### src/rtl/eth_frame_parser_qinq_pkg.sv
// Shared types and constants for the QinQ-aware Ethernet frame parser.
//   eth_meta_v2_t : per-frame metadata record pushed into the metadata FIFO
//   TPID_* / ETH_*: EtherType constants used by the tag walker and classifier
//   PROTO_*       : one-hot protocol codes carried in proto_onehot
package eth_frame_parser_qinq_pkg;

  localparam logic [15:0] TPID_8021Q  = 16'h8100;
  localparam logic [15:0] TPID_8021AD = 16'h88A8;
  localparam logic [15:0] ETH_IPV4    = 16'h0800;
  localparam logic [15:0] ETH_IPV6    = 16'h86DD;
  localparam logic [15:0] ETH_ARP     = 16'h0806;

  localparam logic [3:0] PROTO_IPV4    = 4'b0001;
  localparam logic [3:0] PROTO_IPV6    = 4'b0010;
  localparam logic [3:0] PROTO_ARP     = 4'b0100;
  localparam logic [3:0] PROTO_UNKNOWN = 4'b1000;

  typedef struct packed {
    logic [47:0] dest_mac;
    logic [47:0] src_mac;
    logic [15:0] ethertype;
    logic [1:0]  vlan_count;
    logic [11:0] outer_vid;
    logic [11:0] inner_vid;
    logic [4:0]  l2_hdr_len;
    logic [3:0]  proto_onehot;
    logic        err_runt;
    logic        err_vlan_overflow;
    logic [15:0] frame_beats;
  } eth_meta_v2_t;

  function automatic logic is_tpid(input logic [15:0] t);
    return (t == TPID_8021Q) || (t == TPID_8021AD);
  endfunction

  function automatic logic [3:0] classify(input logic [15:0] et);
    case (et)
      ETH_IPV4: return PROTO_IPV4;
      ETH_IPV6: return PROTO_IPV6;
      ETH_ARP:  return PROTO_ARP;
      default:  return PROTO_UNKNOWN;
    endcase
  endfunction

endpackage

### src/rtl/eth_meta_fifo.sv
// Synchronous FIFO holding per-frame metadata records.
//   clk, rst      : clock, asynchronous active-high reset (empties the FIFO)
//   din, push     : write port; a push while full is dropped
//   pop           : removes the head entry; a pop while empty is ignored
//   dout          : head entry (show-ahead, valid whenever !empty)
//   full, empty   : occupancy flags
module eth_meta_fifo #(
  parameter int WIDTH = 8,
  parameter int DEPTH = 4
) (
  input  logic             clk,
  input  logic             rst,
  input  logic [WIDTH-1:0] din,
  input  logic             push,
  input  logic             pop,
  output logic [WIDTH-1:0] dout,
  output logic             full,
  output logic             empty
);
  localparam int AW = $clog2(DEPTH);

  logic [WIDTH-1:0] mem [DEPTH];
  // One extra pointer bit separates full from empty when the indices match.
  logic [AW:0] wr_ptr, rd_ptr;
  logic        do_push, do_pop;

  assign empty   = (wr_ptr == rd_ptr);
  assign full    = (wr_ptr[AW] != rd_ptr[AW]) && (wr_ptr[AW-1:0] == rd_ptr[AW-1:0]);
  assign do_push = push & ~full;
  assign do_pop  = pop & ~empty;
  assign dout    = mem[rd_ptr[AW-1:0]];

  always_ff @(posedge clk or posedge rst) begin
    if (rst) begin
      wr_ptr <= '0;
      rd_ptr <= '0;
    end else begin
      if (do_push) wr_ptr <= wr_ptr + 1'b1;
      if (do_pop)  rd_ptr <= rd_ptr + 1'b1;
    end
  end

  always_ff @(posedge clk) begin
    if (do_push) mem[wr_ptr[AW-1:0]] <= din;
  end

endmodule

### src/rtl/eth_frame_parser_qinq.sv
// Ethernet frame parser with stacked 802.1Q / 802.1ad tag support.
// Frames pass through one registered AXI4-Stream stage; header bytes are
// captured as they stream by, and on the tlast beat the captured bytes are
// merged with that beat, parsed, and pushed as one eth_meta_v2_t record into
// a metadata FIFO.
//   clk, rst                 : clock, asynchronous active-high reset
//   s_axis_*                 : ingress stream (byte n of a beat in lane n)
//   m_axis_*                 : egress stream, one-cycle registered copy
//   m_meta, m_meta_valid/ready : metadata FIFO head and pop handshake
module eth_frame_parser_qinq
  import eth_frame_parser_qinq_pkg::*;
#(
  parameter int DATA_WIDTH    = 64,
  parameter int MAX_VLAN_TAGS = 2,
  parameter int META_DEPTH    = 4
) (
  input  logic                             clk,
  input  logic                             rst,
  input  logic [DATA_WIDTH-1:0]            s_axis_tdata,
  input  logic                             s_axis_tvalid,
  output logic                             s_axis_tready,
  input  logic                             s_axis_tlast,
  output logic [DATA_WIDTH-1:0]            m_axis_tdata,
  output logic                             m_axis_tvalid,
  input  logic                             m_axis_tready,
  output logic                             m_axis_tlast,
  output logic [$bits(eth_meta_v2_t)-1:0]  m_meta,
  output logic                             m_meta_valid,
  input  logic                             m_meta_ready
);
  localparam int BYTES     = DATA_WIDTH / 8;
  localparam int HDR_BYTES = 14 + 4 * MAX_VLAN_TAGS;
  localparam int MW        = $bits(eth_meta_v2_t);

  typedef enum logic [1:0] {IDLE, HEADER, PAYLOAD} state_t;

  state_t       state;
  logic [7:0]   byte_cnt;   // header bytes seen so far, saturates at HDR_BYTES
  logic [7:0]   cnt_sum;    // bytes available including the current beat
  logic [7:0]   cnt_nxt;
  logic [15:0]  beat_cnt;   // beats accepted before the current one
  logic [7:0]   hdr [HDR_BYTES];
  logic [7:0]   mrg [HDR_BYTES];
  logic         acc, push, meta_full, meta_empty;
  eth_meta_v2_t meta_nxt;

  // Only the tlast beat needs a FIFO slot, so only it waits on a full FIFO.
  assign s_axis_tready = (~m_axis_tvalid | m_axis_tready) & ~(meta_full & s_axis_tlast);
  assign acc           = s_axis_tvalid & s_axis_tready;
  assign push          = acc & s_axis_tlast;
  assign cnt_sum       = byte_cnt + 8'(BYTES);
  assign cnt_nxt       = (cnt_sum >= 8'(HDR_BYTES)) ? 8'(HDR_BYTES) : cnt_sum;

  function automatic logic [7:0] lane(input logic [DATA_WIDTH-1:0] d, input int n);
    logic [DATA_WIDTH-1:0] s;
    s = d >> (8 * n);
    return s[7:0];
  endfunction

  // Header view: captured bytes, then bytes of the current beat, then zeros
  // for anything not yet received.
  always_comb begin
    for (int i = 0; i < HDR_BYTES; i++) begin
      if (8'(i) < byte_cnt)     mrg[i] = hdr[i];
      else if (8'(i) < cnt_sum) mrg[i] = lane(s_axis_tdata, i - int'(byte_cnt));
      else                      mrg[i] = 8'h00;
    end
  end

  // Tag walker. A tag only counts once all four of its bytes plus the
  // following type field are present; a TPID seen without them is a runt.
  always_comb begin
    logic [15:0] t;
    logic [1:0]  vc;
    logic        runt;
    logic        stop;
    logic [11:0] vid [2];
    meta_nxt = '0;
    vid[0]   = '0;
    vid[1]   = '0;
    t        = {mrg[12], mrg[13]};
    vc       = '0;
    runt     = (cnt_sum < 8'd14);
    stop     = runt;
    for (int k = 0; k < MAX_VLAN_TAGS; k++) begin
      if (!stop && is_tpid(t)) begin
        if (cnt_sum < 8'(18 + 4 * k)) begin
          runt = 1'b1;
          stop = 1'b1;
        end else begin
          vid[k] = {mrg[14 + 4 * k][3:0], mrg[15 + 4 * k]};
          t      = {mrg[16 + 4 * k], mrg[17 + 4 * k]};
          vc     = vc + 2'd1;
        end
      end else begin
        stop = 1'b1;
      end
    end
    meta_nxt.dest_mac          = {mrg[0], mrg[1], mrg[2], mrg[3], mrg[4], mrg[5]};
    meta_nxt.src_mac           = {mrg[6], mrg[7], mrg[8], mrg[9], mrg[10], mrg[11]};
    meta_nxt.ethertype         = runt ? 16'h0000 : t;
    meta_nxt.vlan_count        = vc;
    meta_nxt.outer_vid         = vid[0];
    meta_nxt.inner_vid         = vid[1];
    meta_nxt.l2_hdr_len        = 5'd14 + {1'b0, vc, 2'b00};
    meta_nxt.proto_onehot      = runt ? PROTO_UNKNOWN : classify(t);
    meta_nxt.err_runt          = runt;
    meta_nxt.err_vlan_overflow = ~runt & is_tpid(t);
    meta_nxt.frame_beats       = (beat_cnt == 16'hFFFF) ? beat_cnt : beat_cnt + 16'd1;
  end

  // Frame tracking. The state is a function of byte_cnt, so wide beats that
  // cover the whole header go straight to PAYLOAD.
  always_ff @(posedge clk or posedge rst) begin
    if (rst) begin
      state    <= IDLE;
      byte_cnt <= '0;
      beat_cnt <= '0;
      for (int i = 0; i < HDR_BYTES; i++) hdr[i] <= '0;
    end else if (acc) begin
      if (state != PAYLOAD)
        for (int i = 0; i < HDR_BYTES; i++) hdr[i] <= mrg[i];
      if (s_axis_tlast) begin
        state    <= IDLE;
        byte_cnt <= '0;
        beat_cnt <= '0;
      end else begin
        state    <= (cnt_nxt == 8'(HDR_BYTES)) ? PAYLOAD : HEADER;
        byte_cnt <= cnt_nxt;
        beat_cnt <= (beat_cnt == 16'hFFFF) ? beat_cnt : beat_cnt + 16'd1;
      end
    end
  end

  // Output register: loads whenever it is empty or being drained.
  always_ff @(posedge clk or posedge rst) begin
    if (rst) begin
      m_axis_tvalid <= 1'b0;
      m_axis_tlast  <= 1'b0;
      m_axis_tdata  <= '0;
    end else if (!m_axis_tvalid || m_axis_tready) begin
      m_axis_tvalid <= acc;
      if (acc) begin
        m_axis_tdata <= s_axis_tdata;
        m_axis_tlast <= s_axis_tlast;
      end
    end
  end

  eth_meta_fifo #(
    .WIDTH (MW),
    .DEPTH (META_DEPTH)
  ) u_meta_fifo (
    .clk   (clk),
    .rst   (rst),
    .din   (meta_nxt),
    .push  (push),
    .pop   (m_meta_ready),
    .dout  (m_meta),
    .full  (meta_full),
    .empty (meta_empty)
  );

  assign m_meta_valid = ~meta_empty;

endmodule

### config.mk
export PLATFORM = sky130hd
export DESIGN_NAME = eth_frame_parser_qinq
export DESIGN_NICKNAME = d
export VERILOG_FILES = /design/src/rtl/eth_frame_parser_qinq_pkg.sv /design/src/rtl/eth_meta_fifo.sv /design/src/rtl/eth_frame_parser_qinq.sv
export SDC_FILE = /design/constraint.sdc
export NUM_CORES = 1
export LEC_CHECK = 0
export ABC_AREA = 0
export BUFFER_PORTS_ARGS = -buffer_cell sky130_fd_sc_hd__buf_4
export CORE_AREA = 2 2 224 314
export CTS_BUF_LIST = sky130_fd_sc_hd__clkbuf_4 sky130_fd_sc_hd__clkbuf_8
export CTS_CLUSTER_SIZE = 14
export DETAILED_ROUTE_END_ITERATION = 8
export DIE_AREA = 0 0 226 316
export HOLD_SLACK_MARGIN = 0.02
export PLACE_DENSITY = 0.85
export SKIP_CTS_REPAIR_TIMING = 1
export SYNTH_ARGS = -nofsm -noshare
export SYNTH_HDL_FRONTEND = slang
export SYNTH_SLANG_ARGS = --single-unit
### constraint.sdc
create_clock -name clk -period 23.5 [get_ports clk]
set_input_delay 1.175 -clock clk [delete_from_list [all_inputs] [get_ports clk]]
set_output_delay 1.175 -clock clk [all_outputs]
set_load 0.02 [all_outputs]
==> results.cfg <==
[placement]
gp_congestion = 0.979
place_inst = 4041
dp_hpwl_um = 77000
port_buffers = 300
pre_cts_slack_ns = 17.49

[synth]
synth_edf_count = 652
synth_warnings = 0
synth_area_per_cell_um2 = 13.9
synthArstFlopShare_pct = 29.0
yosysTopAreaCellShare_pct = 47.9
yosys.area.top_type = edfxtp_1
synthTopCellsByArea = edfxtp_1 (48%), dfrtp_1 (16%), mux4_2 (13%)
synthFlopType = edfxtp_1
syn_area_um2 = 40900
synth_cell_type_count = 82
synth-seq-cells = 918
syn_inst = 2935
synth_nets = 3028
ys_seq_area_share_pct = 64.2

[routing]
vias_per_cell = 6.29
vias = 26935
drt_iter0_drc = 2541
drc = 0
ant_nets = 0
wire_per_inst_um = 26.1
first_pass_iters = 6
finalWirelength_um = 112000

[die]
io-pin-count = 303
dieHeight_um = 316
start_util_pct = 59.6
core_um2 = 68600
rows = 114
dieArea_um2 = 71400
die_w_um = 226

[sta]
worst_pin_slew_ns = 1.18
setup_viol = 0
tns_ns = 0
fin_ws_ns = 17.36
hold_violations = 0
slew_headroom_pct = 19.0
rsz0062_at_grt = no
finalClockSkew_ns = 0.0628
fin_crit_sh_pct = 26.1
max_freq_mhz = 163
slew_viol_final = 0
period_needed_ns = 6.14

[cts]
path_clk_slew_ns = 0.06
htreeDepth = 4
cts_tree = done
clkLatencyLatePin_ns = 0.84
cts_sinks = 918
numCtsBuffers = 131
cts_buffer_depth = 3
root_buffer = clkbuf_8

[finish]
fin_cells = 4283
num-fill-cells = 4499
syn_to_final_growth_pct = 14.4
drive_above_1_share_pct = 26.5
seqCellArea_um2 = 26200
nNetsFinal = 3339
multiInputGateArea_um2 = 13900

[min_path]
min_from = hdr[156]
min_path_type = flop to flop
holdPathStages = 2

[setup_path]
r2r_start = byte_cnt[0]
crit_path_start_kind = flop
cp-end-kind = flop
worst_ep_arrival_time_ns = 6.66
critPathKind = flop to flop
critPathMaxFanout = 28
crit_required_ns = 24.03
setup.worst_path.start = byte_cnt[0]
ff2ff_path_depth = 15

[power]
p_leak_nw = 18.2
vdd_drop_max_mv = 0.0925
p_per_area_nw_per_um2 = 143
power_w = 0.00670

[global_routing]
grt_first_pass_wirelength_um = 168000
gr-usage-all-layers_pct = 32.0
grt_antenna_before_repair = 1
grt_overflow = 0
grt_pass1_vias = 27378
grt_max_degree = 124

[run_status]
status = complete, no violations

[job]
cap_violations = 0
## kinds of logic after synthesis
logic type | Yosys count | synth area share, %
other cells | 2 | 0.0184
flops | 918 | 64.2
xor+xnor | 30 | 0.661
compound gates | 378 | 6.12
simple gates | 1035 | 10.6
fa+ha+maj | 23 | 0.704
mux | 353 | 15.8
buf+inv | 196 | 1.91
## through the flow
stage                     hold WS (ns)  util, %  cell area (µm²)
after CTS                        0.478     68.1            46800
after global placement           0.457     64.2            44100
after floorplan                  0.446        -            40900
after global routing             0.494     68.1            46800
final                            0.477     68.1            46800
after detailed placement         0.462     64.2            44100
## sequential cells by signal, indices dropped and copies added, names as in the netlist
| signal | cells |
|---|---|
| m_axis_tvalid | 1 |
| state | 2 |
| byte_cnt | 8 |
| u_meta_fifo.wr_ptr | 3 |
| beat_cnt | 16 |
| u_meta_fifo.mem | 652 |
| m_axis_tlast | 1 |
| hdr | 168 |
| m_axis_tdata | 64 |
| u_meta_fifo.rd_ptr | 3 |
## worst paths after layout
path | endpoint | slack (ns)
hold / removal | hdr[156] | 0.48
min in group asynchronous | m_axis_tdata[18] | 0.50
setup reg to reg | u_meta_fifo.mem[1][21] | 17.36
hold reg to reg | hdr[156] | 0.48
setup / recovery | u_meta_fifo.mem[1][21] | 17.36
max in group asynchronous | hdr[81] | 21.30
## where the power goes
part	total [W]	internal, W	switching (W)
combinational	0.00306	0.00109	0.00197
sequential	0.00237	0.00219	0.000180
clock	0.00127	0.000661	0.000609
total	0.00670	0.00394	0.00276
## synth_stat cells (all sizes together), types with 4 or more instances
master and n:
a22o 69, o31ai 6, and3 14, a31oi 8, mux2i 76, a21boi 4, a22oi 17, xnor2 17
nor2 119, nand2b 6, buf 53, clkbuf 112, inv 30, nand3 30, or2 4, a211oi 6
ha 23, dfrtp 266, nand4 12, a221oi 5, nor3 25, xor2 13, o22ai 8, mux4 229
and2 14, a21o 5, nor3b 6, nor2b 21, o21a 9, mux2 48, edfxtp 652, nor4 4
or3 8, a21oi 59, o21ai 148, nand2 755
## worst max-delay path, cell delays in order, from the launching register on
cell and delay [ns]:
dfrtp_4 0.52, inv_2 0.37, ha_2 0.47, xnor2_4 0.14, buf_4 0.41, mux4_2 0.55
mux2_2 0.34, or3_1 0.36, a21oi_1 0.43, nand4b_1 0.25, a2111oi_4 0.41, nand3_2 0.50
o22a_1 0.41, nor4_1 0.25, and4_1 0.32, nor2_1 0.11
## placed cells by master (no fill, tap or decap), types with 6 or more instances in the layout
cell	netlist	final
inv_1	29	28
mux2i_1	76	76
o21a_1	9	9
nand3_1	29	29
edfxtp_1	652	652
clkbuf_8	0	143
a22o_1	69	69
clkbuf_4	0	42
clkinvlp_4	0	12
nand2_1	753	752
a31oi_1	8	8
xnor2_1	16	16
clkinv_2	0	18
nor2b_1	21	21
dfrtp_1	266	262
nand2b_1	6	6
buf_4	6	342
o22ai_1	8	8
and3_1	14	10
nand4_1	12	12
mux4_2	229	229
a211oi_1	6	6
ha_1	23	22
xor2_1	13	13
a22oi_1	17	17
o21ai_0	142	142
nor3_1	23	23
or3_1	7	7
a21oi_1	59	58
nor3b_1	6	6
clkinv_1	1	14
mux2_2	48	48
nor2_1	119	119
and2_1	14	13
## layout make-up
type / count / share of cell area, %
diodes: 1 / 0.00535
clock buffers: 185 / 4.88
clock inverters: 56 / 0.888
inverters: 31 / 0.265
multi-input cells: 1821 / 29.8
flip-flops and latches: 918 / 56.1
well taps: 928 / 2.48
repair buffers: 343 / 5.53
## routing by layer
metal  global-route usage, %  up-vias  wire length, µm
met2                    52.8     1376            56100
met4                    15.4        0             5300
li1                        -    11573                -
met5                       0        -                0
met1                    41.3    13689            42200
met3                    6.37      297             8200
No activity file was read; power rests on OpenSTA's default activity.
